===== src/rtl/pipe_ctrl_seq_if.sv =====
// Handshake bundle between the pipeline stages and pipe_ctrl_seq.
// Statistics signals exist only when PIPE_CTRL_STATS_EN is defined.
interface pipe_ctrl_seq_if;
  logic        stallreq_from_if;
  logic        stallreq_from_id;
  logic        stallreq_from_ex;
  logic        stallreq_from_mem;
  logic [31:0] excepttype_i;
  logic [31:0] cp0_epc_i;
  logic        timeout_clr;
  logic [5:0]  stall;
  logic        flush;
  logic [31:0] new_pc;
  logic        busy;
  logic        stall_timeout;
`ifdef PIPE_CTRL_STATS_EN
  logic [31:0] stall_cycles;
  logic [31:0] flush_count;
  logic [31:0] eret_count;
`endif

  // Pipeline side: raises requests, consumes stall/flush controls.
  modport master (
    output stallreq_from_if, stallreq_from_id, stallreq_from_ex, stallreq_from_mem,
    output excepttype_i, cp0_epc_i, timeout_clr,
`ifdef PIPE_CTRL_STATS_EN
    input  stall_cycles, flush_count, eret_count,
`endif
    input  stall, flush, new_pc, busy, stall_timeout
  );

  // Controller side.
  modport slave (
    input  stallreq_from_if, stallreq_from_id, stallreq_from_ex, stallreq_from_mem,
    input  excepttype_i, cp0_epc_i, timeout_clr,
`ifdef PIPE_CTRL_STATS_EN
    output stall_cycles, flush_count, eret_count,
`endif
    output stall, flush, new_pc, busy, stall_timeout
  );
endinterface


===== src/rtl/pipe_ctrl_seq.sv =====
// Pipeline control sequencer: stall merge, exception flush sequencing, stall watchdog.
// Optional statistics counters are enabled with the PIPE_CTRL_STATS_EN macro.
module pipe_ctrl_seq #(
  parameter logic [31:0] EXC_VECTOR    = 32'h0000_0020,
  parameter int unsigned FLUSH_CYCLES  = 1,
  parameter int unsigned STALL_TIMEOUT = 1023
) (
  input logic            clk,
  input logic            rst,
  pipe_ctrl_seq_if.slave bus
);

  localparam logic [31:0] ERET_CODE    = 32'h0000_000e;
  localparam logic [3:0]  FLUSH_RELOAD = 4'(FLUSH_CYCLES - 1);
  localparam logic [15:0] WD_LIMIT     = 16'(STALL_TIMEOUT - 1);
  localparam logic        MULTI_FLUSH  = (FLUSH_CYCLES > 1) ? 1'b1 : 1'b0;

  typedef enum logic [0:0] {
    ST_IDLE  = 1'b0,
    ST_FLUSH = 1'b1
  } state_e;

  // The deepest requesting stage freezes itself and everything upstream of it.
  function automatic logic [5:0] stall_mask(input logic req_if, input logic req_id,
                                            input logic req_ex, input logic req_mem);
    logic [5:0] mask;
    if (req_mem) begin
      mask = 6'b011111;
    end else if (req_ex) begin
      mask = 6'b001111;
    end else if (req_id) begin
      mask = 6'b000111;
    end else if (req_if) begin
      mask = 6'b000011;
    end else begin
      mask = 6'b000000;
    end
    return mask;
  endfunction

  state_e      state_q, state_d;
  logic [3:0]  flush_cnt_q, flush_cnt_d;
  logic [31:0] new_pc_q, new_pc_d;
  logic [15:0] wd_cnt_q, wd_cnt_d;
  logic        timeout_q, timeout_d;

  logic [5:0]  stall_s;
  logic        flush_s;
  logic        busy_s;
  logic [31:0] new_pc_s;
  logic        exc_s;
  logic        eret_s;

  assign exc_s  = (bus.excepttype_i != 32'h0000_0000);
  assign eret_s = (bus.excepttype_i == ERET_CODE);

  // Sequencer state and latched redirect target.
  always_ff @(posedge clk or posedge rst) begin
    if (rst) begin
      state_q     <= ST_IDLE;
      flush_cnt_q <= 4'd0;
      new_pc_q    <= 32'h0000_0000;
    end else begin
      state_q     <= state_d;
      flush_cnt_q <= flush_cnt_d;
      new_pc_q    <= new_pc_d;
    end
  end

  // Next-state and stall/flush outputs.
  always_comb begin
    state_d     = state_q;
    flush_cnt_d = flush_cnt_q;
    new_pc_d    = new_pc_q;
    stall_s     = 6'b000000;
    flush_s     = 1'b0;
    busy_s      = 1'b0;
    new_pc_s    = new_pc_q;
    case (state_q)
      ST_IDLE: begin
        if (exc_s) begin
          // An exception overrides every stall request in the same cycle.
          flush_s  = 1'b1;
          new_pc_s = eret_s ? bus.cp0_epc_i : EXC_VECTOR;
          new_pc_d = new_pc_s;
          if (MULTI_FLUSH) begin
            state_d     = ST_FLUSH;
            flush_cnt_d = FLUSH_RELOAD;
          end else begin
            state_d     = ST_IDLE;
            flush_cnt_d = 4'd0;
          end
        end else begin
          stall_s = stall_mask(bus.stallreq_from_if, bus.stallreq_from_id,
                               bus.stallreq_from_ex, bus.stallreq_from_mem);
        end
      end
      ST_FLUSH: begin
        flush_s = 1'b1;
        busy_s  = 1'b1;
        if (flush_cnt_q <= 4'd1) begin
          state_d     = ST_IDLE;
          flush_cnt_d = 4'd0;
        end else begin
          state_d     = ST_FLUSH;
          flush_cnt_d = flush_cnt_q - 4'd1;
        end
      end
      default: begin
        state_d     = ST_IDLE;
        flush_cnt_d = 4'd0;
      end
    endcase
  end

  // Watchdog counter and sticky timeout flag.
  always_ff @(posedge clk or posedge rst) begin
    if (rst) begin
      wd_cnt_q  <= 16'd0;
      timeout_q <= 1'b0;
    end else begin
      wd_cnt_q  <= wd_cnt_d;
      timeout_q <= timeout_d;
    end
  end

  // Counter saturates at the limit so the flag keeps being reasserted until cleared.
  always_comb begin
    wd_cnt_d  = wd_cnt_q;
    timeout_d = timeout_q;
    if (bus.timeout_clr) begin
      wd_cnt_d  = 16'd0;
      timeout_d = 1'b0;
    end else if (stall_s[0]) begin
      if (wd_cnt_q == WD_LIMIT) begin
        timeout_d = 1'b1;
      end else begin
        wd_cnt_d = wd_cnt_q + 16'd1;
      end
    end else begin
      wd_cnt_d = 16'd0;
    end
  end

`ifdef PIPE_CTRL_STATS_EN
  logic [31:0] stall_cycles_q, stall_cycles_d;
  logic [31:0] flush_count_q, flush_count_d;
  logic [31:0] eret_count_q, eret_count_d;

  // Statistics registers.
  always_ff @(posedge clk or posedge rst) begin
    if (rst) begin
      stall_cycles_q <= 32'd0;
      flush_count_q  <= 32'd0;
      eret_count_q   <= 32'd0;
    end else begin
      stall_cycles_q <= stall_cycles_d;
      flush_count_q  <= flush_count_d;
      eret_count_q   <= eret_count_d;
    end
  end

  // Exception entries only happen from IDLE; FLUSH ignores excepttype_i.
  always_comb begin
    stall_cycles_d = stall_cycles_q;
    flush_count_d  = flush_count_q;
    eret_count_d   = eret_count_q;
    if (stall_s != 6'b000000) begin
      stall_cycles_d = stall_cycles_q + 32'd1;
    end else begin
      stall_cycles_d = stall_cycles_q;
    end
    if ((state_q == ST_IDLE) && exc_s) begin
      flush_count_d = flush_count_q + 32'd1;
      if (eret_s) begin
        eret_count_d = eret_count_q + 32'd1;
      end else begin
        eret_count_d = eret_count_q;
      end
    end else begin
      flush_count_d = flush_count_q;
    end
  end

  assign bus.stall_cycles = stall_cycles_q;
  assign bus.flush_count  = flush_count_q;
  assign bus.eret_count   = eret_count_q;
`endif

  // Outputs are forced low while reset is held, even mid-cycle.
  assign bus.stall         = rst ? 6'b000000 : stall_s;
  assign bus.flush         = rst ? 1'b0 : flush_s;
  assign bus.busy          = rst ? 1'b0 : busy_s;
  assign bus.new_pc        = rst ? 32'h0000_0000 : new_pc_s;
  assign bus.stall_timeout = timeout_q;

endmodule


===== src/flat_wrapper.sv =====
// flat-port wrapper written by rule: the top's interface ports become plain ports
module pipe_ctrl_seq_flat 
#(
  parameter logic [31:0] EXC_VECTOR    = 32'h0000_0020,
  parameter int unsigned FLUSH_CYCLES  = 1,
  parameter int unsigned STALL_TIMEOUT = 1023
)
  (clk, rst, bus_stallreq_from_if, bus_stallreq_from_id, bus_stallreq_from_ex, bus_stallreq_from_mem, bus_excepttype_i, bus_cp0_epc_i, bus_timeout_clr, bus_stall, bus_flush, bus_new_pc, bus_busy, bus_stall_timeout);
  pipe_ctrl_seq_if bus_i ();
  input logic clk;
  input logic rst;
  input wire logic [$bits(bus_i.stallreq_from_if)-1:0] bus_stallreq_from_if;
  input wire logic [$bits(bus_i.stallreq_from_id)-1:0] bus_stallreq_from_id;
  input wire logic [$bits(bus_i.stallreq_from_ex)-1:0] bus_stallreq_from_ex;
  input wire logic [$bits(bus_i.stallreq_from_mem)-1:0] bus_stallreq_from_mem;
  input wire logic [$bits(bus_i.excepttype_i)-1:0] bus_excepttype_i;
  input wire logic [$bits(bus_i.cp0_epc_i)-1:0] bus_cp0_epc_i;
  input wire logic [$bits(bus_i.timeout_clr)-1:0] bus_timeout_clr;
  output wire logic [$bits(bus_i.stall)-1:0] bus_stall;
  output wire logic [$bits(bus_i.flush)-1:0] bus_flush;
  output wire logic [$bits(bus_i.new_pc)-1:0] bus_new_pc;
  output wire logic [$bits(bus_i.busy)-1:0] bus_busy;
  output wire logic [$bits(bus_i.stall_timeout)-1:0] bus_stall_timeout;
  assign bus_i.stallreq_from_if = bus_stallreq_from_if;
  assign bus_i.stallreq_from_id = bus_stallreq_from_id;
  assign bus_i.stallreq_from_ex = bus_stallreq_from_ex;
  assign bus_i.stallreq_from_mem = bus_stallreq_from_mem;
  assign bus_i.excepttype_i = bus_excepttype_i;
  assign bus_i.cp0_epc_i = bus_cp0_epc_i;
  assign bus_i.timeout_clr = bus_timeout_clr;
  assign bus_stall = bus_i.stall;
  assign bus_flush = bus_i.flush;
  assign bus_new_pc = bus_i.new_pc;
  assign bus_busy = bus_i.busy;
  assign bus_stall_timeout = bus_i.stall_timeout;
  pipe_ctrl_seq #(.EXC_VECTOR(EXC_VECTOR), .FLUSH_CYCLES(FLUSH_CYCLES), .STALL_TIMEOUT(STALL_TIMEOUT)) u_core (.clk(clk), .rst(rst), .bus(bus_i));
endmodule

===== config.mk =====
export PLATFORM = sky130hd
export DESIGN_NAME = pipe_ctrl_seq_flat
export DESIGN_NICKNAME = d
export VERILOG_FILES = /design/src/rtl/pipe_ctrl_seq_if.sv /design/src/rtl/pipe_ctrl_seq.sv /design/src/flat_wrapper.sv
export SDC_FILE = /design/constraint.sdc
export NUM_CORES = 1
export LEC_CHECK = 0
export ABC_AREA = 1
export CORE_MARGIN = 4
export CORE_UTILIZATION = 48
export DETAILED_ROUTE_END_ITERATION = 7
export PLACE_DENSITY = 0.94
export SETUP_SLACK_MARGIN = 0.15
export SLEW_MARGIN = 20
export SYNTH_ARGS = -nofsm -noshare
export SYNTH_HDL_FRONTEND = slang
export SYNTH_SLANG_ARGS = --single-unit

===== constraint.sdc =====
create_clock -name clk -period 8.5 [get_ports clk]
set_clock_uncertainty 0.05 [all_clocks]
set_input_delay 1.7 -clock clk [delete_from_list [all_inputs] [get_ports clk]]
set_output_delay 1.7 -clock clk [all_outputs]
set_load 0.02 [all_outputs]

==> load_flow_metrics.sql, run 1 <==
INSERT INTO impl_metrics (metric_group, metric, value, unit) VALUES
('logic_synthesis', 'synth_largest_area_cell', 'sky130_fd_sc_hd__dfrtp_1', ''),
('detailed_routing', 'detail_route_met3_wl', '533', 'um'),
('place', 'dpl-instance-area', '0.004045', 'sq mm'),
('logic_synthesis', 'synth_top_family_by_area', 'simple AND/OR/NAND/NOR gates', ''),
('die', 'die_w', '86.05', 'um'),
('place', 'globalplace.congestion', '0.8752', ''),
('setup_path', 'timing_worst_setup_path_type', 'primary input to output port', ''),
('setup_path', 'worst_setup_path_start_kind', 'primary input', ''),
('logic_synthesis', 'seq_area_frac_synth', '0.4621', ''),
('setup_path', 'worstPathMaxFanout', '33', ''),
('layout', 'postLayoutCellArea', '0.004145', 'sq mm'),
('logic_synthesis', 'post_synth_fa_ha_maj_area_fraction', '0.01712', ''),
('logic_synthesis', 'synthDistinctLibCells', '27', ''),
('power_and_ir_drop', 'power-per-cell-area', '110.2', 'mW/mm^2'),
('detailed_routing', 'drt-initial-drc-count', '159', ''),
('layout', 'layout-area-overhead-vs-synth', '41.76', '%'),
('detailed_routing', 'met1_length', '3137', 'um'),
('power_and_ir_drop', 'static-leakage-power', '1.948', 'nW'),
('logic_synthesis', 'synth_compound_area_frac', '0.08301', ''),
('global_routing', 'grt_start_max_net_pins', '55', ''),
('clock_network', 'post_cts_resize_count', '0', ''),
('global_routing', 'grt.total_usage', '0.2227', ''),
('clock_network', 'cts_setup_buffers', '0', ''),
('layout', 'fill_cells', '441', ''),
('detailed_routing', 'top_layer_used', 'met4', ''),
('global_routing', 'grt_first_pass_wirelength', '13270', 'um'),
('logic_synthesis', 'synth-simple-area-share', '0.3406', ''),
('detailed_routing', 'avgRoutedWirePerCell', '13.72', 'um'),
('hold_path', 'worstHoldPathCells', '2', ''),
('detailed_routing', 'route.detailed.drc', '0', ''),
('layout', 'final_net_count', '575', ''),
('outcome', 'run_status', 'completed', ''),
('logic_synthesis', 'post_synth_main_area_contributors', 'sky130_fd_sc_hd__dfrtp_1 46%, sky130_fd_sc_hd__nand2_1 14%, sky130_fd_sc_hd__nor2_1 9.0%, sky130_fd_sc_hd__a21oi_1 6.5%, sky130_fd_sc_hd__nand3_1 6.5%', ''),
('logic_synthesis', 'syn_area', '0.002924', 'sq mm'),
('timing', 'timing.final.max_slew_violations', '0', ''),
('timing', 'tightest_slew', '0.7021', 'ns'),
('detailed_routing', 'via_count', '2932', ''),
('detailed_routing', 'wl_met2', '4134', 'um'),
('logic_synthesis', 'synth-async-reset-ratio', '1.000', ''),
('setup_path', 'critical_path.reg2reg.endpoint', 'u_core.wd_cnt_q[14]', ''),
('logic_synthesis', 'yosys_register_bits', '54', ''),
('setup_path', 'r2r_setup_slack', '6.65', 'ns'),
('global_routing', 'antenna_found_initial', '0', ''),
('setup_path', 'rr_startpoint', 'u_core.wd_cnt_q[0]', ''),
('die', 'fp-row-count', '28', ''),
('clock_network', 'cts.sink_count', '54', ''),
('logic_synthesis', 'synth-warning-count', '0', ''),
('clock_network', 'cts_hold_buffers_added', '0', ''),
('timing', 'timing.final.crit_share', '0.7281', ''),
('timing', 'report.final.setup_viol', '0', ''),
('timing', 'tns', '0', 'ns'),
('flow_run', 'timing.max_cap.violations', '0', ''),
('logic_synthesis', 'syn_avg_cell_area', '7.384', 'sq um'),
('place', 'numPortBuffers', '110', ''),
('die', 'floorplan.die.height', '86.05', 'um'),
('timing', 'slew-limit-headroom', '0.5308', ''),
('timing', 'final-hold-violation-count', '0', ''),
('clock_network', 'worst_setup_hold_path_clk_slew', '0.09', 'ns'),
('hold_path', 'hold-path-endpoint', 'u_core.new_pc_q[6]', ''),
('hold_path', 'hp-class', 'flip-flop to flip-flop', ''),
('die', 'starting_density_of_the_core', '0.4939', ''),
('global_routing', 'grt_remaining_overflow', '0', ''),
('die', 'floorplan.io_pins', '112', ''),
('place', 'detailedPlacementHpwl', '6011', 'um'),
('die', 'core_area', '0.005921', 'sq mm'),
('setup_path', 'worst_path_arrival', '4.44', 'ns'),
('setup_path', 'endpoint_kind', 'output port', ''),
('detailed_routing', 'total_routed_wirelength', '7900', 'um'),
('clock_network', 'worst_skew_pair.late_latency', '0.31', 'ns'),
('hold_path', 'min_from', 'u_core.new_pc_q[6]', ''),
('detailed_routing', 'drtPass1Iterations', '5', '');
worst max path at each step:
stage	cells after the start	startpoint	slack, ns	end
finish	13	bus_excepttype_i[1]	2.31	bus_new_pc[5]
global route	13	bus_excepttype_i[1]	2.05	bus_new_pc[5]
CTS	13	bus_excepttype_i[4]	2.31	bus_new_pc[5]
detailed placement	13	bus_excepttype_i[4]	2.31	bus_new_pc[5]
global placement	9	bus_excepttype_i[31]	2.26	bus_new_pc[27]
floorplan	5	rst	2.70	bus_stall[1]
cell usage in the layout, fill, tap and decap left out, types with 2 or more instances in the layout:
| cell type | count |
|---|---|
| sky130_fd_sc_hd__nand2_1 | 109 |
| sky130_fd_sc_hd__nand4_1 | 2 |
| sky130_fd_sc_hd__clkinv_2 | 2 |
| sky130_fd_sc_hd__clkbuf_8 | 6 |
| sky130_fd_sc_hd__ha_1 | 4 |
| sky130_fd_sc_hd__buf_4 | 3 |
| sky130_fd_sc_hd__dfrtp_1 | 54 |
| sky130_fd_sc_hd__a31oi_1 | 2 |
| sky130_fd_sc_hd__o21ai_0 | 5 |
| sky130_fd_sc_hd__nor2_1 | 70 |
| sky130_fd_sc_hd__clkdlybuf4s50_1 | 110 |
| sky130_fd_sc_hd__xnor2_1 | 2 |
| sky130_fd_sc_hd__xor2_1 | 4 |
| sky130_fd_sc_hd__nand3_1 | 38 |
| sky130_fd_sc_hd__nor3_1 | 7 |
| sky130_fd_sc_hd__inv_1 | 30 |
| sky130_fd_sc_hd__nor2_2 | 3 |
| sky130_fd_sc_hd__clkinv_4 | 2 |
| sky130_fd_sc_hd__a21oi_1 | 38 |
worst max-delay path, cell delays in order:
cell                              delay, ns
sky130_fd_sc_hd__clkdlybuf4s50_1       0.48
sky130_fd_sc_hd__nor2_1                0.05
sky130_fd_sc_hd__nand2_1               0.05
sky130_fd_sc_hd__nor2_1                0.04
sky130_fd_sc_hd__nand2_1               0.16
sky130_fd_sc_hd__nor2_8                0.07
sky130_fd_sc_hd__nor2_2                0.08
sky130_fd_sc_hd__buf_4                 0.32
sky130_fd_sc_hd__clkinv_2              0.45
sky130_fd_sc_hd__nand2_1               0.16
sky130_fd_sc_hd__o21ai_0               0.12
sky130_fd_sc_hd__nor2_1                0.12
sky130_fd_sc_hd__clkdlybuf4s50_1       0.63
final cells by class:
cell class	instances	area (sq um)	area share
multi-input combinational	293	1350	0.3257
clock buffer	6	82.58	0.01992
tap	75	93.84	0.02264
inverter	33	126.4	0.03049
clock inverter	2	17.52	0.004226
timing repair buffer	113	1124	0.2711
sequential	54	1351	0.3260
per-stage QoR:
stage / setup WS, ns / utilization / hold WS, ns / power, mW / cells
3_5_place_dp: 2.311 / 0.6832 / 0.4136 / 0.3094 / 568
6_report: 2.311 / 0.7001 / 0.4343 / 0.4568 / 576
4_1_cts: 2.314 / 0.7001 / 0.4361 / 0.4608 / 576
2_1_floorplan: 2.700 / - / 0.3943 / 0.2729 / 396
3_3_place_gp: 2.263 / 0.6824 / 0.4073 / 0.3085 / 568
5_1_grt: 2.053 / 0.7001 / 0.4579 / 0.4743 / 576
sequential cells by signal (all words and copies together), names as in the netlist:
name and flops:
u_core.wd_cnt_q 16, u_core.state_q 1, u_core.new_pc_q 32, u_core.bus.stall_timeout 1
u_core.flush_cnt_q 4
power by group:
group,total [mW],switching [mW],internal [mW]
registers,0.257,0.0000000000223,0.257
logic,0.0475,0.0164,0.0311
clock network,0.153,0.0855,0.0672
total,0.457,0.102,0.355
routing by layer:
metal	GRT usage	vias to the layer above
li1	-	1464
met4	0.07770	0
met5	0	-
met1	0.2762	1373
met2	0.3868	85
met3	0.04227	10
kinds of logic (layout without fill, tap and decap cells):
| family | Yosys count | in the layout |
|---|---|---|
| DFF | 54 | 54 |
| buffers and inverters | 49 | 154 |
| AOI/OAI and AO/OA | 47 | 47 |
| xor gates and xnor gates | 6 | 6 |
| and+or+nand+nor | 235 | 235 |
| other | 1 | 1 |
| adders and majority gates | 4 | 4 |
Note: power is estimated with default switching activity, not from simulation.
==> run 2, diff against run 1 <==
- CORE_UTILIZATION: 48 -> 44
- PLACE_DENSITY: 0.94 -> 0.88
- clock period: 8.5 -> 6.2 ns (I/O delays scaled with it)
==> run 2 against run 1 <==
Against the previous run:
- worst setup slack worse by 1.4 ns
- die area rose by 8.2%
- combinational power up 36%
- sequential power rose by 37%
- count of clock-buffer cells in the layout is the same
- sequential cell count did not move
- critical path type unchanged
- core utilization fell by 4.9 points
- sequential share of layout area fell by 0.12 points
- register-to-register slack got worse by 2.3 ns
- wire length decreased by 2.6%
==> load_flow_metrics.sql, run 2 (synthesized netlist as in run 1, its figures left out) <==
INSERT INTO impl_metrics (metric_group, metric, value, unit) VALUES
('die', 'die_area', '0.008014', 'sq mm'),
('global_routing', 'global_route.usage.met1', '0.2268', ''),
('layout', 'largest_registers_ranked_by_flip_flop_count', 'u_core.new_pc_q (32), u_core.wd_cnt_q (16), u_core.flush_cnt_q (4)', ''),
('detailed_routing', 'via_count', '2916', ''),
('global_routing', 'grt.busiest_layer', 'met2', ''),
('place', 'detailedPlacementHpwl', '5978', 'um'),
('die', 'die_w', '89.52', 'um'),
('die', 'core_area', '0.006386', 'sq mm'),
('layout', 'drive_gt1_frac', '0.04781', ''),
('setup_path', 'critical_path.slowest_cell', 'sky130_fd_sc_hd__clkdlybuf4s50_1', ''),
('setup_path', 'worst_path_arrival', '4.01', 'ns'),
('timing', 'clock.fmax', '0.1888', 'GHz'),
('timing', 'report.final.setup_viol', '0', ''),
('setup_path', 'cp_num_buf_inv', '3', ''),
('global_routing', 'grt_remaining_overflow', '0', ''),
('clock_network', 'cts_hold_buffers_added', '0', ''),
('die', 'starting_density_of_the_core', '0.4579', ''),
('detailed_routing', 'route.detailed.drc', '0', ''),
('detailed_routing', 'detail_route_antenna_nets', '0', ''),
('flow_run', 'timing.max_cap.violations', '0', ''),
('global_routing', 'grt.total_usage', '0.2005', ''),
('clock_network', 'clockRootBuffer', 'sky130_fd_sc_hd__clkbuf_8', ''),
('timing', 'timing.final.crit_share', '0.8542', ''),
('layout', 'antenna-diode-count', '0', ''),
('timing', 'slew-limit-headroom', '0.5787', ''),
('clock_network', 'htreeDepth', '2', ''),
('setup_path', 'crit_path_cell_trace', 'clkdlybuf4s50_1 > nor2_1 > nand2_1 > nor2_1 > nand2_1 > nor2_8 > nor2_2 > clkinv_2 > nand2_1 > o21ai_0 > nor2_1 > clkdlybuf4s50_1', ''),
('die', 'floorplan.io_pins', '112', ''),
('setup_path', 'rr_startpoint', 'u_core.wd_cnt_q[0]', ''),
('timing', 'layout_min_cycle_time', '5.296', 'ns'),
('die', 'floorplan.die.height', '89.52', 'um'),
('setup_path', 'r2r.worst_path.cells', '8', ''),
('layout', 'utilization', '0.6515', ''),
('clock_network', 'post_cts_resize_count', '0', ''),
('hold_path', 'hold-path-endpoint', 'u_core.new_pc_q[30]', ''),
('global_routing', 'use_met3', '0.03963', ''),
('detailed_routing', 'viasPerCell', '5.036', ''),
('layout', 'max_flop_register', 'u_core.new_pc_q', ''),
('layout', 'largest_register_ffs', '32', ''),
('clock_network', 'clock_tree_from_tritoncts', 'yes', ''),
('timing', 'rsz0062_at_grt', 'false', ''),
('clock_network', 'cts_setup_buffers', '0', ''),
('clock_network', 'worst_setup_hold_path_clk_slew', '0.09', 'ns'),
('setup_path', 'worst_setup_path_start_kind', 'primary input', ''),
('global_routing', 'grt_first_pass_wirelength', '12650', 'um'),
('detailed_routing', 'avgRoutedWirePerCell', '13.28', 'um'),
('setup_path', 'crit_required', '4.91', 'ns'),
('timing', 'timing.final.max_slew_violations', '0', ''),
('global_routing', 'first_global_vias', '2883', ''),
('hold_path', 'min_from', 'u_core.new_pc_q[30]', ''),
('timing', 'tns', '0', 'ns'),
('detailed_routing', 'drtPass1Iterations', '5', ''),
('outcome', 'run_status', 'completed', ''),
('setup_path', 'critPathTopFamily', 'buffers and inverters', ''),
('setup_path', 'cpPeakStageDelay', '0.62', 'ns'),
('clock_network', 'worst_skew_pair.late_latency', '0.30', 'ns'),
('power_and_ir_drop', 'vdd_drop_max', '0.0001106', 'V'),
('die', 'fp-row-count', '29', ''),
('setup_path', 'endpoint_kind', 'output port', ''),
('global_routing', 'met2_usage', '0.3697', ''),
('layout', 'final_cell_mix', '110 x sky130_fd_sc_hd__clkdlybuf4s50_1, 109 x sky130_fd_sc_hd__nand2_1, 70 x sky130_fd_sc_hd__nor2_1', ''),
('power_and_ir_drop', 'power-per-cell-area', '155.3', 'mW/mm^2'),
('place', 'globalplace.congestion', '0.8776', ''),
('clock_network', 'clock_path_buffers', '2', ''),
('hold_path', 'worstHoldPathCells', '2', ''),
('timing', 'tightest_slew', '0.6319', 'ns'),
('timing', 'final-hold-violation-count', '0', ''),
('place', 'numPortBuffers', '110', ''),
('power_and_ir_drop', 'static-leakage-power', '1.953', 'nW'),
('setup_path', 'r2r_setup_slack', '4.31', 'ns'),
('layout', 'layout-area-overhead-vs-synth', '42.28', '%'),
('place', 'dpl-instance-area', '0.004050', 'sq mm'),
('setup_path', 'worstPathMaxFanout', '32', ''),
('clock_network', 'cts_buffers', '5', ''),
('layout', 'mostFrequentLayoutCell', 'sky130_fd_sc_hd__clkdlybuf4s50_1', ''),
('hold_path', 'hp-class', 'flip-flop to flip-flop', ''),
('detailed_routing', 'total_routed_wirelength', '7691', 'um'),
('global_routing', 'antenna_found_initial', '0', ''),
('detailed_routing', 'drt-initial-drc-count', '165', ''),
('setup_path', 'critical_path.reg2reg.endpoint', 'u_core.wd_cnt_q[14]', ''),
('global_routing', 'grt_start_max_net_pins', '55', ''),
('layout', 'final_net_count', '576', ''),
('clock_network', 'cts.sink_count', '54', ''),
('setup_path', 'timing_worst_setup_path_type', 'primary input to output port', ''),
('layout', 'postLayoutCellArea', '0.004160', 'sq mm');
[run 2: stage by stage]
step / setup slack, ns / hold slack (ns) / power [mW] / std cells
after floorplan: 1.320 / 0.3943 / 0.3741 / 396
after global placement: 1.083 / 0.4084 / 0.4232 / 571
after detailed placement: 0.8989 / 0.4108 / 0.4241 / 571
after CTS: 0.8883 / 0.4340 / 0.6509 / 579
after global routing: 0.6574 / 0.4588 / 0.6722 / 579
final: 0.9037 / 0.4307 / 0.6462 / 579
[run 2: where the power goes]
part	leakage, nW	internal, mW	switching [mW]
registers	0.750	0.352	0.0000000000296
logic	1.15	0.0426	0.0222
clock network	0.0514	0.120	0.109
total	1.95	0.515	0.131
[run 2: worst max path at each step]
stage	endpoint	depth (start not counted)	slack (ns)	from
global route	bus_new_pc[5]	12	0.66	bus_excepttype_i[3]
finish	bus_new_pc[5]	12	0.90	bus_excepttype_i[3]
global placement	bus_new_pc[5]	12	1.08	bus_excepttype_i[3]
CTS	bus_new_pc[5]	12	0.89	bus_excepttype_i[3]
floorplan	bus_stall[1]	5	1.32	rst
detailed placement	bus_new_pc[5]	12	0.90	bus_excepttype_i[3]
[run 2: metal layers]
metal | part of all wire | wire, um | up-vias
met5 | 0 | 0 | -
met4 | 0.024 | 182 | 0
met3 | 0.073 | 561 | 17
met2 | 0.51 | 3900 | 96
met1 | 0.40 | 3046 | 1329
li1 | - | - | 1474
[run 2: area by class of cell]
type | instances | area, sq um
clock buffers | 6 | 72.57
clock inverters | 2 | 37.54
multi-input cells | 293 | 1345
well taps | 77 | 96.34
fillers | 520 | 2226
repair buffers | 114 | 1131
inverters | 33 | 126.4
flip-flops and latches | 54 | 1351
[run 2: worst min-delay path: cells and delay by family (launching register included)]
kind	cells	cell delay [ns]
AND/OR/NAND/NOR	2	0.12
flip-flops	1	0.33
